[src/rtl/mvm_pkg.sv]
// Shared types and helpers for the fully-connected layer controller.
package mvm_pkg;

  typedef enum logic [1:0] {
    LOAD,
    COMPUTE,
    DRAIN,
    OUTPUT
  } mvm_state_t;

  // Address/select width that never collapses to zero bits.
  function automatic int unsigned clog2_min1(input int unsigned n);
    return (n <= 2) ? 1 : $clog2(n);
  endfunction

endpackage

[src/rtl/mvm_wrap_cnt.sv]
// Modulo-MAX counter: advances on i_inc, wraps to 0 after MAX-1, o_last flags the final value.
module mvm_wrap_cnt
  import mvm_pkg::*;
#(
  parameter int unsigned MAX = 2,
  localparam int unsigned W = clog2_min1(MAX)
) (
  input  logic         clk,
  input  logic         reset,
  input  logic         i_inc,
  input  logic         i_clr,
  output logic [W-1:0] o_cnt,
  output logic         o_last
);

  localparam logic [W-1:0] LastVal = W'(MAX - 1);

  logic [W-1:0] r_cnt;

  always_ff @(posedge clk) begin
    if (reset || i_clr) begin
      r_cnt <= '0;
    end else if (i_inc) begin
      r_cnt <= o_last ? '0 : r_cnt + 1'b1;
    end
  end

  assign o_cnt  = r_cnt;
  assign o_last = (r_cnt == LastVal);

endmodule

[src/rtl/mvm_layer_ctrl.sv]
// Sequencer for one y = W*x layer: loads x, runs M/P column sweeps over P MACs,
// waits out the MAC pipeline, then serialises the P accumulators per pass.
module mvm_layer_ctrl
  import mvm_pkg::*;
#(
  parameter int unsigned M       = 64,
  parameter int unsigned N       = 33,
  parameter int unsigned P       = 16,
  parameter int unsigned MAC_LAT = 2,
  localparam int unsigned XAW = clog2_min1(N),
  localparam int unsigned WAW = clog2_min1(M / P * N),
  localparam int unsigned SW  = clog2_min1(P)
) (
  input  logic           clk,
  input  logic           reset,
  input  logic           s_valid_x,
  output logic           s_ready_x,
  output logic           m_valid_y,
  input  logic           m_ready_y,
  output logic           x_wr_en,
  output logic [XAW-1:0] x_addr,
  output logic [WAW-1:0] w_addr,
  output logic           mac_en,
  output logic           mac_clear,
  output logic [SW-1:0]  out_sel
);

  localparam int unsigned NPass  = M / P;
  localparam int unsigned DrnMax = (MAC_LAT == 0) ? 1 : MAC_LAT;
  localparam int unsigned PW     = clog2_min1(NPass);
  localparam int unsigned DW     = clog2_min1(DrnMax);

  mvm_state_t r_state, w_state_next;

  logic           w_x_hs, w_y_hs, w_to_load;
  logic           w_col_inc, w_pass_inc, w_drn_inc, w_k_inc;
  logic           w_col_last, w_pass_last, w_drn_last, w_k_last;
  logic [XAW-1:0] w_col;
  logic [PW-1:0]  w_pass;
  logic [DW-1:0]  w_drn;
  logic [SW-1:0]  w_k;
  logic [WAW-1:0] r_waddr;
  logic           w_unused_cnt;

  assign w_x_hs = s_valid_x & s_ready_x;
  assign w_y_hs = m_valid_y & m_ready_y;

  always_ff @(posedge clk) begin
    if (reset) begin
      r_state <= LOAD;
    end else begin
      r_state <= w_state_next;
    end
  end

  always_comb begin
    w_state_next = r_state;
    w_col_inc    = 1'b0;
    w_pass_inc   = 1'b0;
    w_drn_inc    = 1'b0;
    w_k_inc      = 1'b0;
    w_to_load    = 1'b0;
    unique case (r_state)
      LOAD: begin
        w_col_inc = w_x_hs;
        if (w_x_hs && w_col_last) w_state_next = COMPUTE;
      end
      COMPUTE: begin
        w_col_inc = 1'b1;
        if (w_col_last) w_state_next = (MAC_LAT == 0) ? OUTPUT : DRAIN;
      end
      DRAIN: begin
        w_drn_inc = 1'b1;
        if (w_drn_last) w_state_next = OUTPUT;
      end
      OUTPUT: begin
        w_k_inc = w_y_hs;
        if (w_y_hs && w_k_last) begin
          w_pass_inc = 1'b1;
          if (w_pass_last) begin
            w_state_next = LOAD;
            w_to_load    = 1'b1;
          end else begin
            w_state_next = COMPUTE;
          end
        end
      end
      default: w_state_next = LOAD;
    endcase
  end

  // Shared by the load write pointer and the compute column index.
  mvm_wrap_cnt #(.MAX(N)) u_col_cnt (
    .clk    (clk),
    .reset  (reset),
    .i_inc  (w_col_inc),
    .i_clr  (1'b0),
    .o_cnt  (w_col),
    .o_last (w_col_last)
  );

  mvm_wrap_cnt #(.MAX(NPass)) u_pass_cnt (
    .clk    (clk),
    .reset  (reset),
    .i_inc  (w_pass_inc),
    .i_clr  (1'b0),
    .o_cnt  (w_pass),
    .o_last (w_pass_last)
  );

  mvm_wrap_cnt #(.MAX(DrnMax)) u_drn_cnt (
    .clk    (clk),
    .reset  (reset),
    .i_inc  (w_drn_inc),
    .i_clr  (1'b0),
    .o_cnt  (w_drn),
    .o_last (w_drn_last)
  );

  mvm_wrap_cnt #(.MAX(P)) u_k_cnt (
    .clk    (clk),
    .reset  (reset),
    .i_inc  (w_k_inc),
    .i_clr  (1'b0),
    .o_cnt  (w_k),
    .o_last (w_k_last)
  );

  assign w_unused_cnt = ^{w_pass, w_drn};

  // Running weight address equals pass*N+col without a multiplier.
  always_ff @(posedge clk) begin
    if (reset || w_to_load) begin
      r_waddr <= '0;
    end else if (mac_en) begin
      r_waddr <= r_waddr + 1'b1;
    end
  end

  assign s_ready_x = (r_state == LOAD);
  assign m_valid_y = (r_state == OUTPUT);
  assign x_wr_en   = w_x_hs & ~reset;
  assign mac_en    = (r_state == COMPUTE);
  assign mac_clear = mac_en & (w_col == '0);
  assign x_addr    = w_col;
  assign w_addr    = r_waddr;
  assign out_sel   = w_k;

endmodule

[config.mk]
export PLATFORM = sky130hd
export DESIGN_NAME = mvm_layer_ctrl
export DESIGN_NICKNAME = d
export VERILOG_FILES = /design/src/rtl/mvm_pkg.sv /design/src/rtl/mvm_wrap_cnt.sv /design/src/rtl/mvm_layer_ctrl.sv
export SDC_FILE = /design/constraint.sdc
export NUM_CORES = 1
export LEC_CHECK = 0
export BUFFER_PORTS_ARGS = -buffer_cell sky130_fd_sc_hd__buf_2
export CORE_UTILIZATION = 30
export DETAILED_ROUTE_END_ITERATION = 12
export GPL_TIMING_DRIVEN = 1
export PLACE_DENSITY = 0.61
export SLEW_MARGIN = 20
export SYNTH_ARGS = -nofsm -noshare
export SYNTH_HDL_FRONTEND = slang
export SYNTH_HIERARCHICAL = 1
export SYNTH_SLANG_ARGS = --single-unit
[constraint.sdc]
create_clock -name clk -period 5.27 [get_ports clk]
set_input_delay 0.527 -clock clk [delete_from_list [all_inputs] [get_ports clk]]
set_output_delay 0.527 -clock clk [all_outputs]
set_load 0.02 [all_outputs]
==> summary.md, run 1 <==
| Metric | Value |
|---|---|
| Status | `completed` |
| Core area | `0.00406 mm^2` |
| Clock root buffer | `clkbuf_8` |
| Largest family of logic cells by synthesized area | `simple AND/OR/NAND/NOR gates` |
| RSZ-0062 raised after global routing | `false` |
| Library cells used by synthesis | `42` |
| Worst path max stage delay | `0.43 ns` |
| Tmin final | `2.05 ns` |
| Synthesized area | `0.00128 mm^2` |
| Sink Count | `23` |
| Yosys top cell by area | `dfxtp_1` |
| Hold bufs inserted after CTS | `0` |
| Setup CP Type | `flip-flop to output port` |
| Slowest CP cell | `dfxtp_1` |
| Sequential cell area | `460 um^2` |
| Nets | `180` |
| Total number of vias | `990` |
| Final hold vios | `0` |
| Post-CTS setup buffer count | `0` |
| DRT Wirelength | `2310 um` |
| Largest cells by area after synthesis | `dfxtp_1, ha_1, xor2_1, mux2i_1, nor2_1` |
| Initial DRC count | `34` |
| Arrival time at the worst endpoint | `1.53 ns` |
| Diode count | `0` |
| IO Pins | `27` |
| Simple-gate share of the synthesized area | `26.1%` |
| Fraction of synthesized area in multiplexers | `4.68%` |
| Adder-cell share of the synthesized area | `8.78%` |
| Worst-Skew Late Latency | `0.26 ns` |
| Worst path cell trace | `ha_1 > and3_2 > buf_2` |
| Vias per cell | `4.58` |
| Filler Cells Inserted | `417` |
| Max FO, Critical Path | `11` |
| Mapped Avg Cell Area | `9.72 um^2` |
| Chip height | `67.4 um` |
| Total grt overflow | `0` |
| CTS tree | `built` |
| CP bufs+invs | `1` |
| FF+latch count, synth | `23` |
| Clk slew on worst S/H paths | `0.08 ns` |
| Post-synthesis xor/xnor area fraction | `7.51%` |
| Post-CTS Resized | `0` |
| CTS Buffer Depth | `2` |
| Top cell family by delay on the critical path | `flip-flops` |
| Footprint of the multi-input gates | `800 um^2` |
| Vias in the first global route | `914` |
| Setup TNS | `0 ns` |
| Warnings, synthesis | `6` |
| Top cell type's share of synthesized area | `35.9%` |
| Fmax achieved | `487 MHz` |
| Cell Rows | `23` |
| Router iterations before antenna repair | `4` |
| DIE WIDTH | `67.4 um` |
| Syn Inst Count | `132` |
| Antenna-violating nets left | `0` |
| Crit end category | `output port` |
| Largest net degree at the start of global routing | `14` |
| Standby leakage power | `0.685 nW` |
| Drt drc | `0` |
| H-tree lvl count | `1` |
| Placed Area | `0.00148 mm^2` |
| Fin area | `0.00152 mm^2` |
| HP Class | `flip-flop to flip-flop` |
| Peak VDD IR | `0.116 mV` |
| Routed length per placed instance | `10.7 um` |
| Fin. max-slew vios | `0` |
| Initial Util | `31.6%` |
| Layout overhead on the synthesized area | `18.6%` |
| Seq/Total Area, Yosys | `35.9%` |
| GR Util All Layers | `11.7%` |
| Share of cells above drive strength 1 | `26.5%` |
| Max-cap violations | `0` |
| Post-Route Skew | `0.00575 ns` |
| Startpoint types | `flip-flop` |
| # port buffers | `26` |
| Initial antenna violation count | `0` |
| Synth Area in Compound Gates | `12.9%` |
| Power per Cell Area | `196 mW/mm^2` |
| Dpl hpwl | `1760 um` |
| Worst Path Required | `4.74 ns` |
| R2R Setup Slk | `3.29 ns` |
| Final worst path period share | `39.0%` |
| GPL Wtd Cong | `0.777` |
| CTS buffer count | `3` |
| Full die area | `0.00454 mm^2` |
| First-pass GRT wire length | `4020 um` |
| # setup viols final | `0` |
## path summary, 6_finish.rpt
| path | startpoint | endpoint | cells after the start |
|---|---|---|---|
| worst max register to register | u_col_cnt/o_cnt[0] | r_state[0] | 7 |
| worst min-delay path | w_addr[7] | w_addr[7] | 2 |
| worst min register to register | w_addr[7] | w_addr[7] | 2 |
| worst max-delay path | r_state[0] | mac_clear | 3 |
## tightest hold or removal path: cells and delay by family, from the launching register on
kind            cells  cell delay, ns
flops               1            0.33
compound gates      2            0.13
## through the flow
stage / std cells / hold WS (ns) / total power [mW] / worst slack (ns) / utilization (%)
detailed placement: 212 / 0.492 / 0.193 / 3.30 / 36.4
finish: 216 / 0.502 / 0.297 / 3.22 / 37.5
floorplan: 139 / 0.475 / 0.189 / 3.42 / -
CTS: 216 / 0.504 / 0.303 / 3.19 / 37.5
global route: 216 / 0.519 / 0.311 / 3.07 / 37.5
global placement: 212 / 0.480 / 0.193 / 3.30 / 36.4
## final cells by class
| class | instances | share of cell area [%] |
|---|---|---|
| repair buffers | 26 | 8.55 |
| clock inverters | 1 | 0.329 |
| flip-flops and latches | 23 | 30.3 |
| multi-input cells | 107 | 52.5 |
| well taps | 50 | 4.11 |
| clock buffers | 3 | 2.71 |
| inverters | 6 | 1.48 |
## metal layers
metal	share of wire [%]	track usage, %	vias to the layer above
met1	50	14.6	448
met5	0	0	-
met2	46	19.5	16
li1	-	-	524
met4	0.78	5.59	0
met3	3.0	2.03	2
## cells by family after synthesis
kind of cell	Yosys count
mux	6
buf+inv	9
fa+ha+maj	9
other cells	1
compound gates	18
flops	23
simple gates	55
xor+xnor	11
## cells in the mapped netlist, drive strengths merged
| library cell | instances |
|---|---|
| mux2i | 6 |
| nand4 | 7 |
| nor2 | 14 |
| o31ai | 1 |
| and3 | 4 |
| conb | 1 |
| o21ai | 5 |
| a21oi | 4 |
| o311a | 1 |
| a2111oi | 1 |
| nand3 | 2 |
| ha | 9 |
| nor3 | 6 |
| buf | 3 |
| and3b | 1 |
| or3 | 4 |
| dfxtp | 23 |
| nor4 | 1 |
| nand2 | 9 |
| a21boi | 1 |
| inv | 6 |
| xor2 | 8 |
| o21a | 1 |
| or3b | 1 |
| a21o | 2 |
| and2b | 1 |
| nand2b | 1 |
| o41ai | 1 |
| nor2b | 2 |
| xnor2 | 3 |
| nand3b | 1 |
| and2 | 1 |
| a211oi | 1 |
## sequential cells by signal, summed over array words and instances (netlist names)
signal            cells
r_state               2
u_pass_cnt/o_cnt      2
w_addr                8
u_k_cnt/o_cnt         4
u_drn_cnt/o_cnt       1
u_col_cnt/o_cnt       6
## cells in the final DEF, fill, tap and decap left out, types with 2 or more instances in the layout
| master | n |
|---|---|
| buf_2 | 26 |
| dfxtp_1 | 23 |
| nor2_1 | 14 |
| ha_1 | 9 |
| xor2_1 | 8 |
| nand2_1 | 8 |
| conb_1 | 8 |
| mux2i_1 | 6 |
| inv_1 | 5 |
| nand4_1 | 5 |
| o21ai_0 | 5 |
| or3_1 | 4 |
| nor3_1 | 4 |
| and3_1 | 3 |
| xnor2_1 | 3 |
| a21oi_1 | 3 |
| clkbuf_8 | 3 |
| nand4_2 | 2 |
| nand3_1 | 2 |
| nor3_2 | 2 |
## report_power, final
part           switching [mW]  total (mW)  leakage, nW  internal [mW]
combinational         0.00946      0.0145        0.474        0.00499
clock                  0.0555       0.108       0.0255         0.0527
sequential           0.000730       0.175        0.185          0.174
(Power assumes the default switching activity.)
==> inputs of run 2 (changes only) <==
==> constraint.sdc (replaced) <==
create_clock -name clk -period 2.1 [get_ports clk]
set_input_delay 0.21 -clock clk [delete_from_list [all_inputs] [get_ports clk]]
set_output_delay 0.21 -clock clk [all_outputs]
set_load 0.02 [all_outputs]
==> run 2 against run 1 <==
Compared with the run above:
- critical path depth grew 2
- count of clock-buffer cells in the layout stayed put
- design area increased by 0.49%
- die area is the same
- power rose to 2.5 times the previous value
- clock power rose to 2.6 times the previous value
- register-to-register slack got worse by 3.0 ns
- combinational power grew to 2.5 times the previous value
- critical path type is now flip-flop to flip-flop
- largest power group unchanged
==> summary.md, run 2 (synthesized netlist as in run 1, its figures left out) <==
| Metric | Value |
|---|---|
| Status | `completed` |
| Max FO, Critical Path | `11 (unchanged)` |
| Fin cells | `217 (+0.46%)` |
| Hold Path Stages | `2 (unchanged)` |
| Hold bufs inserted after CTS | `0 (unchanged)` |
| Total Power | `0.752 mW (+150%)` |
| Startpoint types | `flip-flop` |
| Chip height | `67.4 um (unchanged)` |
| Vias in the first global route | `879 (-3.8%)` |
| Final hold vios | `0 (unchanged)` |
| Tmin final | `1.81 ns` |
| GR Util All Layers | `11.6% (-0.11 points)` |
| Max reg flops | `8 (unchanged)` |
| Final worst path period share | `86.2%` |
| Fmax achieved | `552 MHz` |
| Total number of vias | `978 (-1.2%)` |
| Worst-Skew Late Latency | `0.26 ns (about the same)` |
| Filler Cells Inserted | `414 (-0.72%)` |
| Setup TNS | `0 ns (unchanged)` |
| Initial antenna violation count | `0 (unchanged)` |
| Arrival time at the worst endpoint | `1.96 ns (+0.43 ns)` |
| Drt drc | `0 (unchanged)` |
| Setup CP Type | `flip-flop to flip-flop` |
| DRT Wirelength | `2290 um (-0.95%)` |
| RR Endpoint | `u_col_cnt/o_cnt[3]` |
| CTS buffer count | `3 (unchanged)` |
| Vias per cell | `4.51 (-1.7%)` |
| GPL Wtd Cong | `0.787 (+1.4%)` |
| Dpl hpwl | `1780 um (+0.83%)` |
| Final Util | `37.7% (+0.19 points)` |
| Commonest non-fill, non-tap cell in the layout | `buf_2` |
| Initial DRC count | `5 (-85%)` |
| Power per Cell Area | `492 mW/mm^2 (+150%)` |
| Clk slew on worst S/H paths | `0.08 ns (about the same)` |
| Routed length per placed instance | `10.6 um (-1.4%)` |
| CTS Buffer Depth | `2 (unchanged)` |
| FF-to-FF path depth | `5 (-2)` |
| Fin. max-slew vios | `0 (unchanged)` |
| Post-CTS Resized | `0 (unchanged)` |
| Clock root buffer | `clkbuf_8` |
| FF-to-FF Start | `r_state[0]` |
| Peak VDD IR | `0.174 mV (+50%)` |
| Full die area | `0.00454 mm^2 (unchanged)` |
| Hold Path End | `u_pass_cnt/o_cnt[0]` |
| H-tree lvl count | `1 (unchanged)` |
| Crit end category | `flip-flop` |
| Post-CTS setup buffer count | `0 (unchanged)` |
| Diode count | `0 (unchanged)` |
| Cell Rows | `23 (unchanged)` |
| Post-Place Cells | `213 (+0.47%)` |
| Sink Count | `23 (unchanged)` |
| Post-Route Skew | `0.00362 ns (-0.00213 ns)` |
| Initial Util | `31.6% (unchanged)` |
| Antenna-violating nets left | `0 (unchanged)` |
| Hold path startpoint | `reset` |
| Max-cap violations | `0 (unchanged)` |
| Total grt overflow | `0 (unchanged)` |
| # port buffers | `26 (unchanged)` |
| Commonest non-fill, non-tap cells in the layout | `buf_2, dfxtp_1, nor2_1` |
| Layout overhead on the synthesized area | `19.2%` |
| RSZ-0062 raised after global routing | `false` |
| DIE WIDTH | `67.4 um (unchanged)` |
| Nets | `181 (+0.56%)` |
| IO Pins | `27 (unchanged)` |
| # setup viols final | `0 (unchanged)` |
| Worst Path Required | `2.25 ns (-2.49 ns)` |
| Router iterations before antenna repair | `4 (unchanged)` |
| R2R Setup Slk | `0.29 ns (-3.00 ns)` |
| Largest net degree at the start of global routing | `14 (unchanged)` |
| First-pass GRT wire length | `3930 um (-2.2%)` |
| CTS tree | `built` |
| Standby leakage power | `0.690 nW (+0.80%)` |
| HP Class | `primary input to flip-flop` |
| Share of cells above drive strength 1 | `26.9% (+0.44 points)` |
| Sequential cell area | `460 um^2 (unchanged)` |
| Core area | `0.00406 mm^2 (unchanged)` |
| Footprint of the multi-input gates | `800 um^2 (unchanged)` |
run 2: changes by cell type in the layout (fill, tap and decap cells not counted):
cell,previous run,this run
buf_4,0,1
run 2: through the flow:
stage,setup WS [ns],hold slack (ns),cell area (um^2)
2_1_floorplan,0.255,0.275,1310
3_3_place_gp,0.245,0.480,1480
3_5_place_dp,0.263,0.475,1480
4_1_cts,0.262,0.272,1530
5_1_grt,0.118,0.274,1530
6_report,0.289,0.266,1530
run 2: cell type report:
| cell class | count | share of cell area (%) |
|---|---|---|
| clock buffers | 3 | 2.70 |
| clock inverters | 1 | 0.327 |
| inverters | 6 | 1.47 |
| multi-input cells | 107 | 52.3 |
| flip-flops and latches | 23 | 30.1 |
| well taps | 50 | 4.09 |
| repair buffers | 27 | 9.00 |
run 2: worst max path at each step:
stage,start,end,slack (ns)
after floorplan,u_col_cnt/o_cnt[0],r_state[0],0.25
after global placement,r_state[0],u_col_cnt/o_cnt[3],0.25
after detailed placement,r_state[0],u_col_cnt/o_cnt[2],0.26
after CTS,r_state[0],u_col_cnt/o_cnt[3],0.26
after global routing,r_state[0],u_col_cnt/o_cnt[5],0.12
final,r_state[0],u_col_cnt/o_cnt[3],0.29
run 2: worst max-delay path: stages (launching register included):
cell     delay (ns)
dfxtp_1        0.42
ha_1           0.44
a21o_2         0.25
inv_2          0.06
o41ai_4        0.44
nor2_1         0.09
run 2: power by group:
| part | internal [mW] | total, mW | switching, mW |
|---|---|---|---|
| logic | 0.0125 | 0.0366 | 0.0240 |
| registers | 0.437 | 0.438 | 0.00163 |
| clock network | 0.132 | 0.277 | 0.145 |
run 2: metal layers:
layer | up-vias | wire length, um | part of all wire, % | global-route usage (%)
met5 | - | 0 | 0 | 0
met4 | 0 | 23 | 1.0 | 6.38
met3 | 2 | 77 | 3.4 | 2.36
met2 | 14 | 1020 | 45 | 18.1
met1 | 437 | 1170 | 51 | 14.9
li1 | 525 | - | - | -
==> inputs of run 3 (changes only) <==
--- a/config.mk
+++ b/config.mk
@@ -5,7 +5,9 @@
 export SDC_FILE = /design/constraint.sdc
 export NUM_CORES = 1
 export LEC_CHECK = 0
+export ABC_AREA = 1
 export BUFFER_PORTS_ARGS = -buffer_cell sky130_fd_sc_hd__buf_2
+export CORE_MARGIN = 2
 export CORE_UTILIZATION = 30
 export DETAILED_ROUTE_END_ITERATION = 12
 export GPL_TIMING_DRIVEN = 1
==> run 3 against run 2 <==
Compared with the run above:
- hold slack gained 0.015 ns
- register-to-register slack better by 0.22 ns
- design area is 1.6% higher
- clock skew is 0.0019 ns lower
- combinational power rose to 9.3 times the previous value
- setup slack improved by 0.021 ns
==> summary.md, run 3 <==
| Metric | Value |
|---|---|
| GPL Wtd Cong | `0.803 (+2.0%)` |
| Arrival time at the worst endpoint | `1.58 ns (-0.38 ns)` |
| Worst Path Required | `1.89 ns (-0.36 ns)` |
| Fraction of synthesized area in multiplexers | `0% (-4.7 points)` |
| Mapped Avg Cell Area | `6.64 um^2 (-32%)` |
| Commonest non-fill, non-tap cell in the layout | `nand2_1` |
| Standby leakage power | `0.740 nW (+7.2%)` |
| First-pass GRT wire length | `4200 um (+6.8%)` |
| Sink Count | `23 (unchanged)` |
| Library cells used by synthesis | `23 (-45%)` |
| Setup CP Type | `flip-flop to output port` |
| FF+latch count, synth | `23 (unchanged)` |
| Launch point of the critical path | `r_state[1]` |
| DIE WIDTH | `70.0 um (+3.9%)` |
| Vias in the first global route | `966 (+9.9%)` |
| Peak VDD IR | `0.243 mV (+40%)` |
| Dpl hpwl | `1920 um (+8.1%)` |
| HP Class | `primary input to flip-flop` |
| Internal cell power | `0.724 mW (+25%)` |
| Max reg flops | `8 (unchanged)` |
| RSZ-0062 raised after global routing | `false` |
| Antenna-violating nets left | `0 (unchanged)` |
| Cell Rows | `24 (+4.3%)` |
| Fmax achieved | `558 MHz (+1.2%)` |
| Setup TNS | `0 ns (unchanged)` |
| Setup WS post-layout | `0.309 ns (+0.0206 ns)` |
| Min Hold Slack | `0.282 ns (+0.0155 ns)` |
| CTS tree | `built` |
| Comb power frac | `30.2% (+25 points)` |
| Routed length per placed instance | `8.88 um (-16%)` |
| Total number of vias | `1184 (+21%)` |
| Top cell type's share of synthesized area | `35.2% (-0.69 points)` |
| Total grt overflow | `0 (unchanged)` |
| Initial antenna violation count | `0 (unchanged)` |
| Post-synth top flop | `dfxtp_1` |
| Post-Route Skew | `0.00177 ns (-0.00185 ns)` |
| # setup viols final | `0 (unchanged)` |
| Largest cells by area after synthesis | `dfxtp_1, nand2_1, nor2_1, ha_1, inv_1` |
| Net Sw Power | `0.400 mW (+130%)` |
| CP endpoint | `mac_clear` |
| Final hold vios | `0 (unchanged)` |
| Diode count | `0 (unchanged)` |
| Post-CTS setup buffer count | `0 (unchanged)` |
| Synthesized area | `0.00131 mm^2 (+2.0%)` |
| Largest net degree at the start of global routing | `13 (-1)` |
| Hold path startpoint | `reset` |
| Worst-Skew Late Latency | `0.27 ns (about the same)` |
| Vias per cell | `4.21 (-6.5%)` |
| Core area | `0.00426 mm^2 (+5.1%)` |
| Filler Cells Inserted | `480 (+16%)` |
| Worst path max stage delay | `0.36 ns (-0.08 ns)` |
| Worst path cell trace | `inv_1 > ha_2 > inv_1 > nor2_1 > nand2_1 > nor4_1 > buf_2` |
| CTS Buffer Depth | `2 (unchanged)` |
| Layout overhead on the synthesized area | `18.9%` |
| Tmin final | `1.79 ns (-0.0206 ns)` |
| Ys async rst share | `0% (unchanged)` |
| Simple-gate share of the synthesized area | `37.3% (+11 points)` |
| Chip height | `70.0 um (+3.9%)` |
| Place WS | `0.483 ns (+0.221 ns)` |
| IO Pins | `27 (unchanged)` |
| Footprint of the multi-input gates | `737 um^2 (-7.8%)` |
| Fin. max-slew vios | `0 (unchanged)` |
| CP most frequent cell | `inv_1` |
| Nets | `243 (+34%)` |
| Clock root buffer | `clkbuf_8` |
| Drt drc | `0 (unchanged)` |
| Final worst path period share | `85.3% (-0.98 points)` |
| Slowest CP cell | `dfxtp_1` |
| Post-Place Cells | `277 (+30%)` |
| FF-to-FF path depth | `10 (+5)` |
| DRT Wirelength | `2500 um (+8.9%)` |
| Post-synthesis xor/xnor area fraction | `2.68% (-4.8 points)` |
| Crit end category | `output port` |
| Sequential Power Share | `44.9% (-13 points)` |
| Warnings, synthesis | `6 (unchanged)` |
| Adder-cell share of the synthesized area | `8.61% (-0.17 points)` |
| # port buffers | `26 (unchanged)` |
| Status | `completed` |
| CTS buffer count | `3 (unchanged)` |
| Commonest non-fill, non-tap cells in the layout | `nand2_1, nor2_1, inv_1` |
| GR Util All Layers | `10.7% (-0.96 points)` |
| Max FO, Critical Path | `6 (-5)` |
| Hold Path Stages | `4 (+2)` |
| Syn Inst Count | `197 (+49%)` |
| Share of cells above drive strength 1 | `18.3% (-8.6 points)` |
| Max-cap violations | `0 (unchanged)` |
| Sequential cell area | `460 um^2 (unchanged)` |
| FF-to-FF Start | `u_k_cnt/o_cnt[0]` |
| Clk pwr share | `24.9% (-12 points)` |
| RR Endpoint | `w_addr[7]` |
| Fin cells | `281 (+29%)` |
| Count leader, synth | `nand2_1` |
| Seq/Total Area, Yosys | `35.2% (-0.69 points)` |
| Synth Area in Compound Gates | `6.41% (-6.5 points)` |
| Initial DRC count | `39 (+34)` |
| EDFF count, synth | `0 (unchanged)` |
| R2R Setup Slk | `0.51 ns (+0.22 ns)` |
| Router iterations before antenna repair | `4 (unchanged)` |
| Initial Util | `30.7% (-0.94 points)` |
| Clk slew on worst S/H paths | `0.08 ns (about the same)` |
| Full die area | `0.00490 mm^2 (+8.0%)` |
| Sw frac | `35.6% (+13 points)` |
| H-tree lvl count | `1 (unchanged)` |
| Yosys top cell by area | `dfxtp_1` |
| Startpoint types | `flip-flop` |
| Largest family of logic cells by synthesized area | `simple AND/OR/NAND/NOR gates` |
| Most instantiated cells after synthesis | `nand2_1, nor2_1, inv_1, dfxtp_1, a21oi_1` |
| Power per Cell Area | `723 mW/mm^2 (+47%)` |
[run 3: cell types whose count changed after synthesis, sizes merged, moves of 2 or more]
| cell | previous run | this run |
|---|---|---|
| a21o | 2 | 0 |
| a21oi | 4 | 12 |
| and3 | 4 | 2 |
| buf | 3 | 1 |
| inv | 6 | 31 |
| mux2i | 6 | 0 |
| nand2 | 9 | 52 |
| nand3 | 2 | 8 |
| nand4 | 7 | 2 |
| nor2 | 14 | 42 |
| nor2b | 2 | 0 |
| nor3 | 6 | 3 |
| or3 | 4 | 0 |
| xor2 | 8 | 2 |
[run 3: power groups by stage]
stage | clock, mW | combinational, mW | sequential [mW]
floorplan | 0 | 0.245 | 0.527
global placement | 0 | 0.340 | 0.514
detailed placement | 0 | 0.342 | 0.515
CTS | 0.294 | 0.343 | 0.505
global route | 0.310 | 0.388 | 0.512
finish | 0.280 | 0.340 | 0.505
[run 3: cell type report]
type | instances | area share [%]
tap | 52 | 4.19
timing repair buffer | 26 | 8.37
clock buffer | 4 | 2.90
inverter | 31 | 7.49
sequential | 23 | 29.6
multi-input combinational | 145 | 47.4
[run 3: worst min path at each step]
stage / to / slack (ns)
finish: u_pass_cnt/o_cnt[0] / 0.28
global route: u_pass_cnt/o_cnt[1] / 0.31
CTS: u_pass_cnt/o_cnt[1] / 0.28
detailed placement: u_pass_cnt/o_cnt[1] / 0.48
global placement: w_addr[7] / 0.49
floorplan: u_pass_cnt/o_cnt[0] / 0.35
[run 3: what timing repair did]
action	in CTS	in global routing
gates resized for setup	0	1
hold buffers	0	0
endpoints found under the setup margin	0	1
[run 3: cell families (layout without fill, tap and decap cells)]
logic type,Yosys count,after routing
fa+ha+maj,9,9
other cells,1,4
simple gates,112,112
xor+xnor,4,4
flops,23,23
buf+inv,32,61
compound gates,16,16
[run 3: layer usage]
metal | track usage (%) | up-vias | wire [um]
met5 | 0 | - | 0
met4 | 7.91 | 0 | 79
met3 | 1.73 | 6 | 78
met2 | 14.9 | 18 | 1040
met1 | 14.6 | 498 | 1300
li1 | - | 662 | -
[run 3: stage by stage]
stage                     util [%]  power, mW  cell area, um^2
after detailed placement      35.3      0.856             1510
after global routing          36.4       1.21             1550
final                         36.4       1.12             1550
after CTS                     36.4       1.14             1550
after floorplan                  -      0.773             1320
after global placement        35.3      0.854             1510
[run 3: worst max-delay path, delay by kind of cell (launching register included)]
kind | cells | cell delay (ns)
flops | 1 | 0.36
fa+ha+maj | 1 | 0.24
simple gates | 3 | 0.31
buf+inv | 3 | 0.41
